<file path="src/rtl/uart_tx_feeder.sv">
// Byte FIFO plus frame sequencer feeding the UART transmitter: buffers core writes
// and presents one byte at a time with the send opcode until TxDone rises.
module uart_tx_feeder #(
    parameter int unsigned DEPTH       = 16,
    parameter logic [5:0]  SEND_OPCODE = 6'b000001,
    parameter logic [5:0]  IDLE_OPCODE = 6'b000000
) (
    input  logic                     Clk,
    input  logic                     Reset,
    input  logic                     Wr_en,
    input  logic [7:0]               Wr_data,
    input  logic                     TxDone,
    output logic [5:0]               Opcode,
    output logic [7:0]               Data_send,
    output logic                     Full,
    output logic                     Empty,
    output logic [$clog2(DEPTH):0]   Count,
    output logic                     Busy,
    output logic                     Overflow
);

    localparam int unsigned AW = $clog2(DEPTH);
    localparam int unsigned CW = AW + 1;

    typedef enum logic [1:0] {
        IDLE = 2'd0,
        SEND = 2'd1,
        GAP  = 2'd2
    } state_t;

    state_t          state;
    logic [7:0]      mem [DEPTH];
    logic [AW-1:0]   wr_ptr;
    logic [AW-1:0]   rd_ptr;
    logic            txdone_q;
    logic            wr_ok;
    logic            pop;
    logic            done_rise;
    logic [CW-1:0]   count_nxt;

    // Full/Empty are the registered flags from the previous edge, so a same-edge pop
    // never makes room for a write.
    always_comb begin
        wr_ok     = Wr_en & ~Full;
        pop       = (state == IDLE) & ~Empty;
        done_rise = TxDone & ~txdone_q;
        count_nxt = Count + CW'(wr_ok) - CW'(pop);
    end

    always_ff @(posedge Clk) begin
        if (wr_ok) begin
            mem[wr_ptr] <= Wr_data;
        end
    end

    always_ff @(posedge Clk) begin
        if (Reset) begin
            state     <= IDLE;
            Opcode    <= IDLE_OPCODE;
            Data_send <= 8'h00;
            Count     <= '0;
            Empty     <= 1'b1;
            Full      <= 1'b0;
            Busy      <= 1'b0;
            Overflow  <= 1'b0;
            wr_ptr    <= '0;
            rd_ptr    <= '0;
            txdone_q  <= 1'b0;
        end else begin
            txdone_q <= TxDone;
            Count    <= count_nxt;
            Full     <= (count_nxt == CW'(DEPTH));
            Empty    <= (count_nxt == '0);
            if (wr_ok) begin
                wr_ptr <= wr_ptr + AW'(1);
            end
            if (Wr_en && Full) begin
                Overflow <= 1'b1;
            end

            // GAP guarantees one idle opcode cycle between consecutive frames.
            case (state)
                IDLE: begin
                    Opcode <= IDLE_OPCODE;
                    Busy   <= 1'b0;
                    if (pop) begin
                        Data_send <= mem[rd_ptr];
                        rd_ptr    <= rd_ptr + AW'(1);
                        Opcode    <= SEND_OPCODE;
                        Busy      <= 1'b1;
                        state     <= SEND;
                    end
                end
                SEND: begin
                    if (done_rise) begin
                        Opcode <= IDLE_OPCODE;
                        state  <= GAP;
                    end
                end
                GAP: begin
                    Busy  <= 1'b0;
                    state <= IDLE;
                end
                default: begin
                    Opcode <= IDLE_OPCODE;
                    Busy   <= 1'b0;
                    state  <= IDLE;
                end
            endcase
        end
    end

endmodule
</file>
<file path="config.mk">
export PLATFORM = sky130hd
export DESIGN_NAME = uart_tx_feeder
export DESIGN_NICKNAME = d
export VERILOG_FILES = /design/src/rtl/uart_tx_feeder.sv
export SDC_FILE = /design/constraint.sdc
export NUM_CORES = 1
export LEC_CHECK = 0
export CELL_PAD_IN_SITES_DETAIL_PLACEMENT = 2
export CELL_PAD_IN_SITES_GLOBAL_PLACEMENT = 2
export CORE_ASPECT_RATIO = 1.1
export CORE_MARGIN = 10
export CORE_UTILIZATION = 48
export CTS_CLUSTER_SIZE = 14
export DETAILED_ROUTE_END_ITERATION = 12
export GPL_ROUTABILITY_DRIVEN = 0
export PLACE_DENSITY_LB_ADDON = 0.1
export REMOVE_ABC_BUFFERS = 1
export SYNTH_ARGS = -nofsm -noshare
export SYNTH_HDL_FRONTEND = slang
export SYNTH_SLANG_ARGS = --single-unit
</file>
<file path="constraint.sdc">
create_clock -name Clk -period 7.65 [get_ports Clk]
set_input_delay 1.53 -clock Clk [delete_from_list [all_inputs] [get_ports Clk]]
set_output_delay 1.53 -clock Clk [all_outputs]
set_load 0.05 [all_outputs]
</file>
==> results.cfg, run 1 <==
[status]
status = finished, final reports clean

[yosys]
syn_area_um2 = 6240
yosysMostFrequentCell = edfxtp_1
ys.flop_type = edfxtp_1
yosys_warnings = 0
synth_edf_count = 128
ys_seq_elements = 157
yosys.cell_types.count = 38
syn-mean-instance-area_um2 = 17.83
ys_seq_area_share_pct = 70.90
synthArstFlopShare_pct = 0
yosys.area.top_type_share_pct = 61.60
synth.area.top_cells = edfxtp_1 62%, mux4_2 12%, dfxtp_1 9.3%, mux2i_1 2.6%, ha_1 2.0%
synth_top_area_cell = edfxtp_1
netlist_instances = 350
synth_common_cells = 128 x edfxtp_1, 32 x mux4_2, 29 x dfxtp_1

[pwr]
powerDensity_nw_per_um2 = 340.2
vdd_drop_max_mv = 0.2035
fin_total_pwr_mw = 2.457
p_leak_nw = 2.361

[final_layout]
final_design_area_no_fill_um2 = 7224
nNetsFinal = 408
utilization_pct = 56.90
antenna-diode-count = 0
seqCellArea_um2 = 4425
fillCellCount = 1082
layout-drive-gt1-share_pct = 19.35
areaGrowthSynthToFinish_pct = 15.78
multiInputGateArea_um2 = 1648

[critical_path]
crit_family = simple AND/OR/NAND/NOR gates
critical_path_arrival_ns = 4.64
slowest_stage = nor2b_1
timing.rr.end = Full$_SDFF_PP0_
worst-path-stages = 11
slowest_delay_ns = 0.61
cp_max_fo = 9
cp-startpoint = Wr_en
endpoint = Full$_SDFF_PP0_
reg2regPathDepth = 10
cp.required_ns = 7.97
critPathKind = in -> reg
path_common_cell = inv_1
critPathLaunchType = input port
endpoint_kind = flip-flop
rrSetupSlack_ns = 4.28
worstPathCellList = clkdlybuf4s50_1, nor2b_1, inv_1, ha_1, inv_1, ha_1, inv_1, fa_1, xnor2_1, or3b_2, a2111oi_2
rr_startpoint = state[0]$_SDFFE_PP0P_
crit_buf_inv = 4

[clocking]
clock_latency_ns = 0.44
holdBufCountCts = 0
clockBufferDepth = 2
htree_levels = 4
post_cts_resized = 0
clk_pin_slew_worst_paths_ns = 0.07
post_cts_buffers = 0
root_buffer = clkbuf_16
cts.sinks = 157
cts_tree = yes
cts_buffers = 17

[sta]
finalSetupViolations = 0
slew_viol_final = 0
worstMarginPinSlew_ns = 1.102
relSlewSlack_pct = 26.16
fin_hold_ws_ns = 0.5041
timing.final.hold_violations = 0
fin_setup_tns_ns = 0
period_share_pct = 56.48
period_needed_ns = 4.321
rsz0062_at_grt = false
skew_ns = 0.009830
max_freq_mhz = 231.4

[floorplanning]
die_x_um = 128.7
fp.dieArea_um2 = 17970
row_count = 43
start_util_pct = 49.14
core_area_um2 = 12700
io_pins = 35
fp.dieH_um = 139.6

[global_routing]
grt_usage_pct = 17.96
gr-total-overflow = 0
grt_pass1_wl_um = 23360
antenna_found_initial = 0
grt_start_max_net_pins = 35
grt_pass1_vias = 3694

[job]
max-cap-violations = 0

[detailed_routing]
wl_um = 14950
ant_nets = 0
drc = 0
dr.first_iter.drc_count = 182
vias_per_cell = 5.746
first_pass_iters = 5
avgRoutedWirePerCell_um = 26.94
vias = 3189

[hold_path]
min_path_type = reg -> reg

[placed_design]
hpwl_um = 9357
io_buffers = 29
placed_area_um2 = 6654
[cell type report]
cell class              count  share of cell area [%]
well taps                 157                   2.719
multi-input cells         161                   22.81
clock buffers              17                   5.888
repair buffers             35                   4.642
flip-flops and latches    157                   61.26
clock inverters            15                   2.009
inverters                  13                  0.6754
[layout by cell type (no fill, tap or decap), drive strengths merged, types with 4 or more instances in the layout]
master and count:
edfxtp 128, mux4 32, clkdlybuf4s50 29, dfxtp 29, nor2 26, inv 24, clkbuf 17, mux2i 16
ha 10, nand2 9, nand3b 9, o221ai 8, xor2 6, a21oi 6, buf 6, nor2b 5
conb 5, xnor2 4, nor3 4
[kinds of logic after synthesis]
| logic type | after synthesis | share of synthesized area (%) |
|---|---|---|
| other cells | 1 | 0.06010 |
| xor+xnor | 10 | 1.404 |
| buf+inv | 36 | 3.088 |
| fa+ha+maj | 11 | 2.326 |
| compound gates | 23 | 2.747 |
| mux | 48 | 14.12 |
| flops | 157 | 70.90 |
| simple gates | 64 | 5.354 |
[worst register-to-register path, cell delays in order, from the launching register on]
cell	delay [ns]
dfxtp_1	0.46
or3_1	0.46
clkinv_1	0.38
ha_1	0.37
inv_1	0.06
ha_1	0.16
inv_1	0.06
fa_1	0.40
xnor2_1	0.17
or3b_2	0.48
a2111oi_2	0.25
[routing by layer]
metal	up-vias	global-route usage (%)	routed length, um
met1	1692	21.62	6328
met3	14	4.217	438
met4	0	6.351	245
met2	62	30.65	7940
met5	-	0	0
li1	1421	-	-
[registers in the layout, indices dropped and copies added, names as in the netlist]
register	cells
mem	128
Overflow	1
wr_ptr	4
Opcode	1
Data_send	8
Empty	1
Count	5
Full	1
Busy	1
txdone_q	1
state	2
rd_ptr	4
[worst min-delay path by stage]
stage / startpoint / endpoint / slack, ns / cells after the start
6_report: Busy$_SDFFE_PP0P_ / Busy$_SDFFE_PP0P_ / 0.50 / 2
5_1_grt: Busy$_SDFFE_PP0P_ / Busy$_SDFFE_PP0P_ / 0.53 / 2
4_1_cts: Busy$_SDFFE_PP0P_ / Busy$_SDFFE_PP0P_ / 0.51 / 2
3_5_place_dp: Busy$_SDFFE_PP0P_ / Busy$_SDFFE_PP0P_ / 0.46 / 2
3_3_place_gp: Busy$_SDFFE_PP0P_ / Busy$_SDFFE_PP0P_ / 0.44 / 2
2_1_floorplan: txdone_q$_SDFF_PP0_ / state[0]$_SDFFE_PP0P_ / 0.45 / 2
[power breakdown]
| part | internal, mW | switching, mW | leakage, nW |
|---|---|---|---|
| clock network | 0.434 | 0.391 | 0.280 |
| logic | 0.239 | 0.362 | 0.686 |
| registers | 0.985 | 0.0464 | 1.39 |
| total | 1.66 | 0.800 | 2.36 |
[metrics by stage]
| step | worst slack (ns) | cells |
|---|---|---|
| floorplan | 3.848 | 331 |
| global placement | 3.185 | 523 |
| detailed placement | 2.907 | 523 |
| CTS | 3.338 | 555 |
| global route | 3.163 | 555 |
| finish | 3.329 | 555 |
No activity file was read; power rests on OpenSTA's default activity.
==> run 2: changes to the inputs <==
--- a/config.mk
+++ b/config.mk
@@ -9,7 +9,7 @@
 export CELL_PAD_IN_SITES_GLOBAL_PLACEMENT = 2
 export CORE_ASPECT_RATIO = 1.1
 export CORE_MARGIN = 10
-export CORE_UTILIZATION = 48
+export CORE_UTILIZATION = 41
 export CTS_CLUSTER_SIZE = 14
 export DETAILED_ROUTE_END_ITERATION = 12
 export GPL_ROUTABILITY_DRIVEN = 0
==> constraint.sdc (replaced) <==
create_clock -name Clk -period 3.5 [get_ports Clk]
set_input_delay 0.7 -clock Clk [delete_from_list [all_inputs] [get_ports Clk]]
set_output_delay 0.7 -clock Clk [all_outputs]
set_load 0.05 [all_outputs]
==> run 2 against run 1 <==
Final cell count grew 10%. Via count grew 1.4%. Combinational power grew 110%. Non-clock buffer count grew 18. Clock skew is essentially flat. Sequential power grew 120%. Register-to-register slack lost 3.6 ns. Sequential share of layout area shrank 1.4 points. Largest cell class unchanged.
==> results.cfg, run 2 (synthesized netlist as in run 1, its figures left out) <==
[sta]
timing.final.hold_violations = 0
fin_setup_tns_ns = 0
worstMarginPinSlew_ns = 1.190
relSlewSlack_pct = 20.53
finalSetupViolations = 0
slew_viol_final = 0
max_freq_mhz = 339.1
skew_ns = 0.009547
period_needed_ns = 2.949
rsz0062_at_grt = false
period_share_pct = 84.26

[clocking]
cts_buffers = 17
root_buffer = clkbuf_16
clock_latency_ns = 0.43
htree_levels = 4
cts.sinks = 157
post_cts_buffers = 0
holdBufCountCts = 0
post_cts_resized = 0
clockBufferDepth = 2
clk_pin_slew_worst_paths_ns = 0.06
cts_tree = yes

[floorplanning]
fp.dieH_um = 149.4
io_pins = 35
die_x_um = 137.6
row_count = 47
core_area_um2 = 15000
start_util_pct = 41.61
fp.dieArea_um2 = 20560

[critical_path]
cp.required_ns = 3.81
cp_max_fo = 3
path_common_cell = inv_1
rrSetupSlack_ns = 0.65
timing.rr.end = Full$_SDFF_PP0_
reg2regPathDepth = 10
slowest_delay_ns = 0.47
crit_family = adder cells
worstPathCellList = clkdlybuf4s50_1, nor2b_1, inv_1, ha_1, inv_1, ha_1, inv_1, fa_1, xnor2_1, or3b_2, a2111oi_2
critical_path_arrival_ns = 3.26
critPathKind = in -> reg
slowest_stage = clkdlybuf4s50_1
crit_buf_inv = 4
critPathLaunchType = input port
rr_startpoint = state[0]$_SDFFE_PP0P_
endpoint_kind = flip-flop

[hold_path]
min_path_type = reg -> reg
min_to = Busy$_SDFFE_PP0P_
hold_start = Busy$_SDFFE_PP0P_
hold_depth = 2

[detailed_routing]
dr.first_iter.drc_count = 165
vias_per_cell = 5.283
vias = 3233
wl_um = 14890
drc = 0
first_pass_iters = 4
avgRoutedWirePerCell_um = 24.33
ant_nets = 0

[final_layout]
top_register = mem
antenna-diode-count = 0
layout_common_cells = 128 x edfxtp_1, 32 x mux4_2, 29 x clkdlybuf4s50_1, 28 x dfxtp_1, 26 x nor2_1
final_common_cell = edfxtp_1
top_regs = mem: 128 flops, Data_send: 8 flops, Count: 5 flops
areaGrowthSynthToFinish_pct = 18.51
largest_reg_flops = 128
seqCellArea_um2 = 4425
fillCellCount = 1375
layout-drive-gt1-share_pct = 21.15
multiInputGateArea_um2 = 1638
nNetsFinal = 426
final_design_area_no_fill_um2 = 7395

[placed_design]
io_buffers = 29
hpwl_um = 9800
placed_area_um2 = 6828

[status]
status = finished, final reports clean

[global_routing]
grt_pass1_wl_um = 22640
antenna_found_initial = 0
grt_start_max_net_pins = 35
gr-total-overflow = 0
grt_usage_pct = 15.35
grt_pass1_vias = 3642

[job]
max-cap-violations = 0

[pwr]
powerDensity_nw_per_um2 = 723.4
vdd_drop_max_mv = 0.3421
p_leak_nw = 2.445
## run 2: changes by cell type in the layout (fill, tap and decap cells not counted), moves of 2 or more
| cell | delta |
|---|---|
| buf_4 | +18 |
| clkbuf_1 | +4 |
| nor3_2 | -2 |
| inv_8 | -3 |
| bufinv_16 | +2 |
| inv_6 | -7 |
| nor3_1 | +2 |
| clkinv_2 | +3 |
## run 2: per-stage QoR
step	power (mW)	utilization (%)	std cells	worst slack [ns]	hold WS [ns]
CTS	5.420	49.31	612	0.5292	0.4659
floorplan	3.164	-	331	0.4999	0.4549
global route	5.587	49.31	612	0.3857	0.4892
finish	5.350	49.31	612	0.5508	0.4640
detailed placement	3.622	45.53	580	0.1164	0.4564
global placement	3.572	45.53	580	0.2443	0.4526
## run 2: layer usage
metal,wire (um),GRT usage [%],up-vias
li1,-,-,1451
met1,6298,18.41,1712
met2,7803,26.13,53
met3,591,4.043,17
met4,194,5.011,0
met5,0,0,-
## run 2: final cells by class
class | instances | share of cell area (%)
clock inverter | 10 | 1.523
inverter | 13 | 0.6599
timing repair buffer | 53 | 6.362
multi-input combinational | 161 | 22.15
sequential | 157 | 59.85
tap | 196 | 3.316
clock buffer | 22 | 6.142
## run 2: tightest hold or removal path, delay by kind of cell, from the launching register on
kind,cells,cell delay [ns]
DFF,1,0.31
AOI/OAI and AO/OA,1,0.05
buffers and inverters,1,0.06
## run 2: worst max path at each step
stage,from,cells past startpoint,slack (ns),to
6_report,Wr_en,11,0.55,Full$_SDFF_PP0_
5_1_grt,Wr_en,11,0.39,Full$_SDFF_PP0_
4_1_cts,Wr_en,11,0.53,Full$_SDFF_PP0_
3_5_place_dp,Wr_en,11,0.12,Full$_SDFF_PP0_
3_3_place_gp,Wr_en,11,0.24,Full$_SDFF_PP0_
2_1_floorplan,Empty$_SDFF_PP1_,10,0.50,Full$_SDFF_PP0_
## run 2: power breakdown
part,internal (mW),leakage [nW],total [mW],switching (mW)
Combinational,0.543,0.773,1.25,0.709
Sequential,2.15,1.39,2.31,0.159
Clock,1.07,0.276,1.78,0.717
Total,3.76,2.44,5.35,1.59
